==> config.mk <==
export PLATFORM = sky130hd
export DESIGN_NAME = pwm_ramp_ctrl
export DESIGN_NICKNAME = d
export VERILOG_FILES = /design/src/rtl/pwm_ramp_ctrl.sv
export SDC_FILE = /design/constraint.sdc
export NUM_CORES = 1
export LEC_CHECK = 0
export ABC_AREA = 1
export CELL_PAD_IN_SITES_DETAIL_PLACEMENT = 0
export CELL_PAD_IN_SITES_GLOBAL_PLACEMENT = 1
export CORE_ASPECT_RATIO = 1.25
export CORE_MARGIN = 2
export CORE_UTILIZATION = 25
export DETAILED_ROUTE_END_ITERATION = 10
export GPL_TIMING_DRIVEN = 0
export PLACE_DENSITY_LB_ADDON = 0.2
export SETUP_SLACK_MARGIN = 0.02
export SYNTH_ARGS = -nofsm -noshare
export SYNTH_HDL_FRONTEND = slang
export SYNTH_SLANG_ARGS = --single-unit
==> constraint.sdc <==
create_clock -name PCLK -period 13.5 [get_ports PCLK]
set_clock_uncertainty 0.1 [all_clocks]
set_input_delay 1.35 -clock PCLK [delete_from_list [all_inputs] [get_ports PCLK]]
set_output_delay 1.35 -clock PCLK [all_outputs]
set_load 0.005 [all_outputs]
==> src/rtl/pwm_ramp_ctrl.sv <==
// APB write sequencer for one PWM slave: programs period/pulse width at start-up,
// then slews PULSE_WIDTH toward commanded targets in bounded, evenly spaced steps.
`timescale 1ns/1ps
module pwm_ramp_ctrl #(
    parameter logic [15:0] PWM_BASE_ADDR    = 16'h0000,
    parameter logic [31:0] INIT_PERIOD_CC   = 32'd5000,
    parameter logic [31:0] INIT_PULSE_CC    = 32'd0,
    parameter logic [31:0] STEP             = 32'd50,
    parameter logic [31:0] STEP_INTERVAL_CC = 32'd1000
) (
    input  logic        PCLK,
    input  logic        PRESET,
    input  logic        CMD_VALID,
    input  logic [31:0] CMD_TARGET,
    output logic        CMD_READY,
    output logic        M_PSEL,
    output logic        M_PENABLE,
    output logic        M_PWRITE,
    output logic [31:0] M_PADDR,
    output logic [31:0] M_PWDATA,
    input  logic        M_PREADY,
    input  logic        M_PSLVERR,
    output logic [31:0] CUR_PW,
    output logic        BUSY,
    output logic        ERR
);

    typedef enum logic [2:0] {
        S_INIT_PER = 3'd0,
        S_INIT_PW  = 3'd1,
        S_IDLE     = 3'd2,
        S_WAIT     = 3'd3,
        S_SETUP    = 3'd4,
        S_ACCESS   = 3'd5
    } state_t;

    typedef enum logic [1:0] {
        X_PER  = 2'd0,
        X_PW   = 2'd1,
        X_STEP = 2'd2
    } xfer_t;

    localparam logic [31:0] ADDR_PER = {16'h0000, PWM_BASE_ADDR};
    localparam logic [31:0] ADDR_PW  = {16'h0000, PWM_BASE_ADDR + 16'd4};
    localparam logic [31:0] CNT_LAST = STEP_INTERVAL_CC - 32'd1;

    state_t      r_state, w_state_nxt;
    xfer_t       r_kind, w_kind_nxt;
    logic [31:0] r_cnt, w_cnt_nxt;
    logic [31:0] r_target, w_target_nxt;
    logic [31:0] r_cur, w_cur_nxt;
    logic        r_psel, w_psel_nxt;
    logic        r_penable, w_penable_nxt;
    logic        r_pwrite, w_pwrite_nxt;
    logic [31:0] r_paddr, w_paddr_nxt;
    logic [31:0] r_pwdata, w_pwdata_nxt;
    logic        r_err, w_err_nxt;
    logic        r_cmd_ready;
    logic        r_busy;

    logic        w_accept;
    logic [31:0] w_cmd_clamp;
    logic [31:0] w_tgt_eff;
    logic        w_up;
    logic [31:0] w_diff;
    logic [31:0] w_step_val;

    // A command accepted in WAIT is used immediately, including for a step computed that same cycle.
    assign w_accept    = CMD_VALID & r_cmd_ready;
    assign w_cmd_clamp = (CMD_TARGET > INIT_PERIOD_CC) ? INIT_PERIOD_CC : CMD_TARGET;
    assign w_tgt_eff   = w_accept ? w_cmd_clamp : r_target;
    assign w_up        = (w_tgt_eff > r_cur);
    assign w_diff      = w_up ? (w_tgt_eff - r_cur) : (r_cur - w_tgt_eff);
    assign w_step_val  = (w_diff <= STEP) ? w_tgt_eff
                       : (w_up ? (r_cur + STEP) : (r_cur - STEP));

    // Next-state and next-output decode.
    always_comb begin
        w_state_nxt   = r_state;
        w_kind_nxt    = r_kind;
        w_cnt_nxt     = r_cnt;
        w_target_nxt  = r_target;
        w_cur_nxt     = r_cur;
        w_psel_nxt    = r_psel;
        w_penable_nxt = r_penable;
        w_pwrite_nxt  = r_pwrite;
        w_paddr_nxt   = r_paddr;
        w_pwdata_nxt  = r_pwdata;
        w_err_nxt     = r_err;
        case (r_state)
            S_INIT_PER: begin
                w_psel_nxt    = 1'b1;
                w_pwrite_nxt  = 1'b1;
                w_penable_nxt = 1'b0;
                w_paddr_nxt   = ADDR_PER;
                w_pwdata_nxt  = INIT_PERIOD_CC;
                w_kind_nxt    = X_PER;
                w_state_nxt   = S_SETUP;
            end
            S_INIT_PW: begin
                w_psel_nxt    = 1'b1;
                w_pwrite_nxt  = 1'b1;
                w_penable_nxt = 1'b0;
                w_paddr_nxt   = ADDR_PW;
                w_pwdata_nxt  = INIT_PULSE_CC;
                w_kind_nxt    = X_PW;
                w_state_nxt   = S_SETUP;
            end
            S_IDLE: begin
                if (w_accept) begin
                    w_target_nxt = w_cmd_clamp;
                    if (w_cmd_clamp != r_cur) begin
                        w_state_nxt = S_WAIT;
                        w_cnt_nxt   = 32'd0;
                    end else begin
                        w_state_nxt = S_IDLE;
                    end
                end else begin
                    w_state_nxt = S_IDLE;
                end
            end
            S_WAIT: begin
                if (w_accept) begin
                    w_target_nxt = w_cmd_clamp;
                end else begin
                    w_target_nxt = r_target;
                end
                // Retargeting keeps the interval phase so a ramp cannot be stalled by repeated commands.
                if (w_tgt_eff == r_cur) begin
                    w_state_nxt = S_IDLE;
                end else if (r_cnt == CNT_LAST) begin
                    w_psel_nxt    = 1'b1;
                    w_pwrite_nxt  = 1'b1;
                    w_penable_nxt = 1'b0;
                    w_paddr_nxt   = ADDR_PW;
                    w_pwdata_nxt  = w_step_val;
                    w_kind_nxt    = X_STEP;
                    w_state_nxt   = S_SETUP;
                end else begin
                    w_cnt_nxt = r_cnt + 32'd1;
                end
            end
            S_SETUP: begin
                w_penable_nxt = 1'b1;
                w_state_nxt   = S_ACCESS;
            end
            S_ACCESS: begin
                if (M_PREADY) begin
                    w_psel_nxt    = 1'b0;
                    w_penable_nxt = 1'b0;
                    w_pwrite_nxt  = 1'b0;
                    if (M_PSLVERR) begin
                        w_err_nxt = 1'b1;
                    end else begin
                        w_err_nxt = r_err;
                    end
                    case (r_kind)
                        X_PER:   w_state_nxt = S_INIT_PW;
                        X_PW:    w_state_nxt = S_IDLE;
                        X_STEP: begin
                            if (M_PSLVERR) begin
                                w_target_nxt = r_cur;
                                w_state_nxt  = S_IDLE;
                            end else begin
                                w_cur_nxt = r_pwdata;
                                if (r_pwdata == r_target) begin
                                    w_state_nxt = S_IDLE;
                                end else begin
                                    w_state_nxt = S_WAIT;
                                    w_cnt_nxt   = 32'd0;
                                end
                            end
                        end
                        default: w_state_nxt = S_IDLE;
                    endcase
                end else begin
                    w_state_nxt = S_ACCESS;
                end
            end
            default: begin
                w_state_nxt = S_INIT_PER;
            end
        endcase
    end

    // State and registered-output update; CMD_READY/BUSY are decoded from the next state.
    always_ff @(posedge PCLK) begin
        if (PRESET) begin
            r_state     <= S_INIT_PER;
            r_kind      <= X_PER;
            r_cnt       <= 32'd0;
            r_target    <= INIT_PULSE_CC;
            r_cur       <= INIT_PULSE_CC;
            r_psel      <= 1'b0;
            r_penable   <= 1'b0;
            r_pwrite    <= 1'b0;
            r_paddr     <= 32'd0;
            r_pwdata    <= 32'd0;
            r_err       <= 1'b0;
            r_cmd_ready <= 1'b0;
            r_busy      <= 1'b1;
        end else begin
            r_state     <= w_state_nxt;
            r_kind      <= w_kind_nxt;
            r_cnt       <= w_cnt_nxt;
            r_target    <= w_target_nxt;
            r_cur       <= w_cur_nxt;
            r_psel      <= w_psel_nxt;
            r_penable   <= w_penable_nxt;
            r_pwrite    <= w_pwrite_nxt;
            r_paddr     <= w_paddr_nxt;
            r_pwdata    <= w_pwdata_nxt;
            r_err       <= w_err_nxt;
            r_cmd_ready <= (w_state_nxt == S_IDLE) || (w_state_nxt == S_WAIT);
            r_busy      <= (w_state_nxt != S_IDLE);
        end
    end

    assign CMD_READY = r_cmd_ready;
    assign M_PSEL    = r_psel;
    assign M_PENABLE = r_penable;
    assign M_PWRITE  = r_pwrite;
    assign M_PADDR   = r_paddr;
    assign M_PWDATA  = r_pwdata;
    assign CUR_PW    = r_cur;
    assign BUSY      = r_busy;
    assign ERR       = r_err;

endmodule

==> results.txt, run 1 <==
----------------------------------------------------
[Run status]
  Run status ... complete, no violations

[Setup path]
  Critical path data required time ... 13.70 ns
  Most used cell along the critical path ... sky130_fd_sc_hd__nand2_1
  Kind of end point of the critical path ... flip-flop
  Data arrival time at the worst-slack endpoint ... 8.63 ns
  Maximum fanout count along the critical path ... 40
  Startpoint-to-endpoint class of the critical path ... input port to flip-flop
  Slowest cell on the critical path ... sky130_fd_sc_hd__o21ai_0
  CP peak stage delay ... 0.57 ns
  Worst Setup Start Kind ... input port

[Layout]
  Antenna diode count ... 0
  Area Overhead vs Synth ... 18.5%
  Proportion of layout cells with a drive suffix above 1 ... 4.98%
  Final Cell Area ... 17400 sq um
  Net count of the finished layout ... 2854
  Final core area utilization ... 29.9%
  Final instance count without filler cells ... 3488
  Number of fill cells in the layout ... 6659

[Yosys]
  Top flip-flop cell by instance count after synthesis ... sky130_fd_sc_hd__dfxtp_1
  Top-area cell type share of the netlist area ... 21.5%
  Library cells used by synthesis ... 46
  YS warnings ... 0
  Synthesis-stage register bit count ... 139
  Count of flip-flops with a built-in enable after synthesis ... 0
  Netlist Area Pre-Place ... 14700 sq um
  Top post-synthesis cells by area ... sky130_fd_sc_hd__nand2_1 22%, sky130_fd_sc_hd__dfxtp_1 19%, sky130_fd_sc_hd__inv_1 9.4%
  Syn Area/Cell ... 5.73 sq um
  Proportion of register bits with asynchronous set or reset after synthesis ... 0%
  Post-synthesis instance total ... 2562
  Sequential-to-total area share from yosys stat ... 19.0%
  Yosys top cell by area ... sky130_fd_sc_hd__nand2_1

[STA]
  Post-route fraction of the period consumed by the critical path ... 62.5%
  Transition at the pin with the smallest max-transition slack ... 1.15 ns
  Final setup margin ... 5.06 ns
  Slew Limit Fails ... 0
  Highest Clock Rate ... 0.119 GHz
  Final critical-path required period ... 8.44 ns
  Final hold vios ... 0
  Setup TNS ... 0 ns
  Final setup viols ... 0
  Worst hold-check slack ... 0.375 ns
  Slew margin rel. ... 22.8%
  Unrepaired setup endpoints after global routing ... false

[Floorplanning]
  Row cnt ... 99
  Chip height ... 275 um
  Core footprint ... 58200 sq um
  I/O pin total ... 139
  Chip Width ... 221 um
  Die area ... 60700 sq um
  Initial core utilization ... 25.2%

[Detailed routing]
  WL final ... 68.2 mm
  Detail Route Antenna Nets ... 0
  Total vias in the final route ... 16700
  Detailed-route vias per instance ... 4.80
  DRC marker count from the first detailed-route iteration ... 1075
  Count of TritonRoute iterations in the first routing pass ... 6
  DRC violation count after routing ... 0
  Post-detailed-route wirelength per cell ... 19.6 um

[Worst hold path]
  Type of the worst min-delay path ... flip-flop to flip-flop

[CTS]
  H-tree lvl count ... 4
  Clk root buf ... sky130_fd_sc_hd__clkbuf_16
  Clock buffer count from CTS ... 17
  Total of hold buffers inserted after clock tree synthesis ... 0
  Clock tree from TritonCTS ... yes
  Clock-pin slew of the registers on the worst-case setup and hold paths ... 0.07 ns
  Post-CTS sizing ... 0
  Clock latency at the later pin of the worst-skew pair ... 0.45 ns
  Setup repair bufs after CTS ... 0
  Maximum number of buffers from clock root to sink ... 2
  Clock sinks ... 139

[Place]
  DP Worst Slack ... 4.67 ns
  Final RePlAce weighted congestion ... 0.918
  Area after detailed placement ... 16800 sq um
  Hpwl dp ... 58.1 mm
  Number of input and output port buffers inserted ... 107
  Number of cells after detailed placement ... 3456

[Power]
  Overall power of the completed layout ... 1.79 mW
  P_leak ... 8.16 nW
  Power density over the cells ... 103 nW/um^2
  Maximum vdd ir drop ... 0.0889 mV

[Global route]
  Overflow after GRT ... 0
  Gr usage total ... 22.4%
  Maximum number of pins on one net before global-route repair ... 41
  Via count of the first global-routing pass ... 16800
  Wire length of the first global-routing pass ... 102 mm
  Antenna violations before repair ... 0

[Run]
  Maximum capacitance violations ... 0

----------------------------------------------------
layout make-up:
type	count	area, sq um	share of cell area (%)
Buffer	116	626	3.60
Clock buffer	19	453	2.60
Clock inverter	13	131	0.755
Inverter	380	1430	8.20
Multi-Input combinational cell	1957	9960	57.3
Sequential cell	139	2780	16.0
Tap cell	757	947	5.44
Timing Repair Buffer	107	1070	6.16
routing by layer:
| layer | up-vias | track usage, % | routed length [um] |
|---|---|---|---|
| li1 | 8504 | - | - |
| met1 | 7750 | 25.8 | 28500 |
| met2 | 369 | 41.4 | 34800 |
| met3 | 108 | 1.64 | 1610 |
| met4 | 0 | 11.0 | 3300 |
| met5 | - | 0 | 0 |
cell usage after synthesis (12+ instances only):
master and count:
sky130_fd_sc_hd__or2_2 12, sky130_fd_sc_hd__nand3_1 154, sky130_fd_sc_hd__buf_2 23, sky130_fd_sc_hd__dfxtp_1 139, sky130_fd_sc_hd__nand2_1 843, sky130_fd_sc_hd__ha_1 96, sky130_fd_sc_hd__nor4_1 19, sky130_fd_sc_hd__o21ai_0 95
sky130_fd_sc_hd__xnor2_1 49, sky130_fd_sc_hd__buf_4 35, sky130_fd_sc_hd__nand4_1 110, sky130_fd_sc_hd__inv_1 367, sky130_fd_sc_hd__nor3_1 35, sky130_fd_sc_hd__xor2_1 37, sky130_fd_sc_hd__a21oi_1 215, sky130_fd_sc_hd__a221oi_1 16
sky130_fd_sc_hd__nor2_1 184, sky130_fd_sc_hd__clkbuf_1 51
critical path: cells and delay by family:
| kind | cells | cell delay (ns) |
|---|---|---|
| xor gates and xnor gates | 1 | 0.17 |
| adders and majority gates | 2 | 0.84 |
| buffers and inverters | 7 | 1.55 |
| AOI/OAI and AO/OA | 4 | 1.56 |
| and+or+nand+nor | 20 | 3.12 |
cell families after synthesis:
logic type	synth area share [%]
simple gates	40.2
buf+inv	14.0
compound gates	13.1
flops	19.0
fa+ha+maj	8.59
xor+xnor	5.13
other cells	0.0255
final timing paths:
path,start,to,depth (start not counted),slack (ns)
max,CMD_TARGET[11],M_PWDATA[29]$_SDFFE_PP0P_,34,5.06
min reg2reg,M_PADDR[2]$_SDFFE_PP0P_,M_PADDR[2]$_SDFFE_PP0P_,2,0.37
max reg2reg,CMD_READY$_SDFF_PP0_,M_PWDATA[29]$_SDFFE_PP0P_,29,6.09
min,M_PADDR[2]$_SDFFE_PP0P_,M_PADDR[2]$_SDFFE_PP0P_,2,0.37
power by group:
group	total [mW]	internal [mW]	switching, mW
clock network	0.483	0.267	0.215
registers	0.425	0.417	0.00783
logic	0.886	0.278	0.608
cell usage in the layout, fill, tap and decap left out, drive strengths merged, types with 95 or more instances in the layout:
cell type,synthesis,layout
a21oi,217,217
clkdlybuf4s50,0,107
dfxtp,139,139
ha,96,96
inv,374,380
nand2,851,851
nand3,156,156
nand4,111,111
nor2,192,192
o21ai,95,95
state kept, by name, summed over array words and instances, names as in the netlist:
signal and flops:
M_PENABLE 1, r_cnt 32, r_state 3, M_PWDATA 32, M_PADDR 1, BUSY 1
CMD_READY 1, CUR_PW 32, ERR 1, M_PWRITE 1, r_target 32, r_kind 2
(Power assumes the default switching activity.)
==> run 2: changes to the inputs <==
==> constraint.sdc (replaced) <==
create_clock -name PCLK -period 8.6 [get_ports PCLK]
set_clock_uncertainty 0.1 [all_clocks]
set_input_delay 0.86 -clock PCLK [delete_from_list [all_inputs] [get_ports PCLK]]
set_output_delay 0.86 -clock PCLK [all_outputs]
set_load 0.005 [all_outputs]
==> results of run 2 <==
Same layout as run 1 (identical final DEF). Status: complete, no violations.
Among the figures that moved: setup slack after placement 4.67 ns -> 0.255 ns; setup slack after layout 5.06 ns -> 0.654 ns; register-to-register setup slack 6.09 ns -> 1.19 ns; total power 1.79 mW -> 2.82 mW; worst IR drop on VDD 0.0889 mV -> 0.139 mV
==> run 3: changes to the inputs <==
==> constraint.sdc (replaced) <==
create_clock -name PCLK -period 10.2 [get_ports PCLK]
set_clock_uncertainty 0.1 [all_clocks]
set_input_delay 1.02 -clock PCLK [delete_from_list [all_inputs] [get_ports PCLK]]
set_output_delay 1.02 -clock PCLK [all_outputs]
set_load 0.005 [all_outputs]
==> results of run 3 <==
Same layout as run 1 (identical final DEF). Status: complete, no violations.
Among the figures that moved: setup slack after placement 4.67 ns -> 1.70 ns; setup slack after layout 5.06 ns -> 2.09 ns; register-to-register setup slack 6.09 ns -> 2.79 ns; total power 1.79 mW -> 2.37 mW; worst IR drop on VDD 0.0889 mV -> 0.118 mV
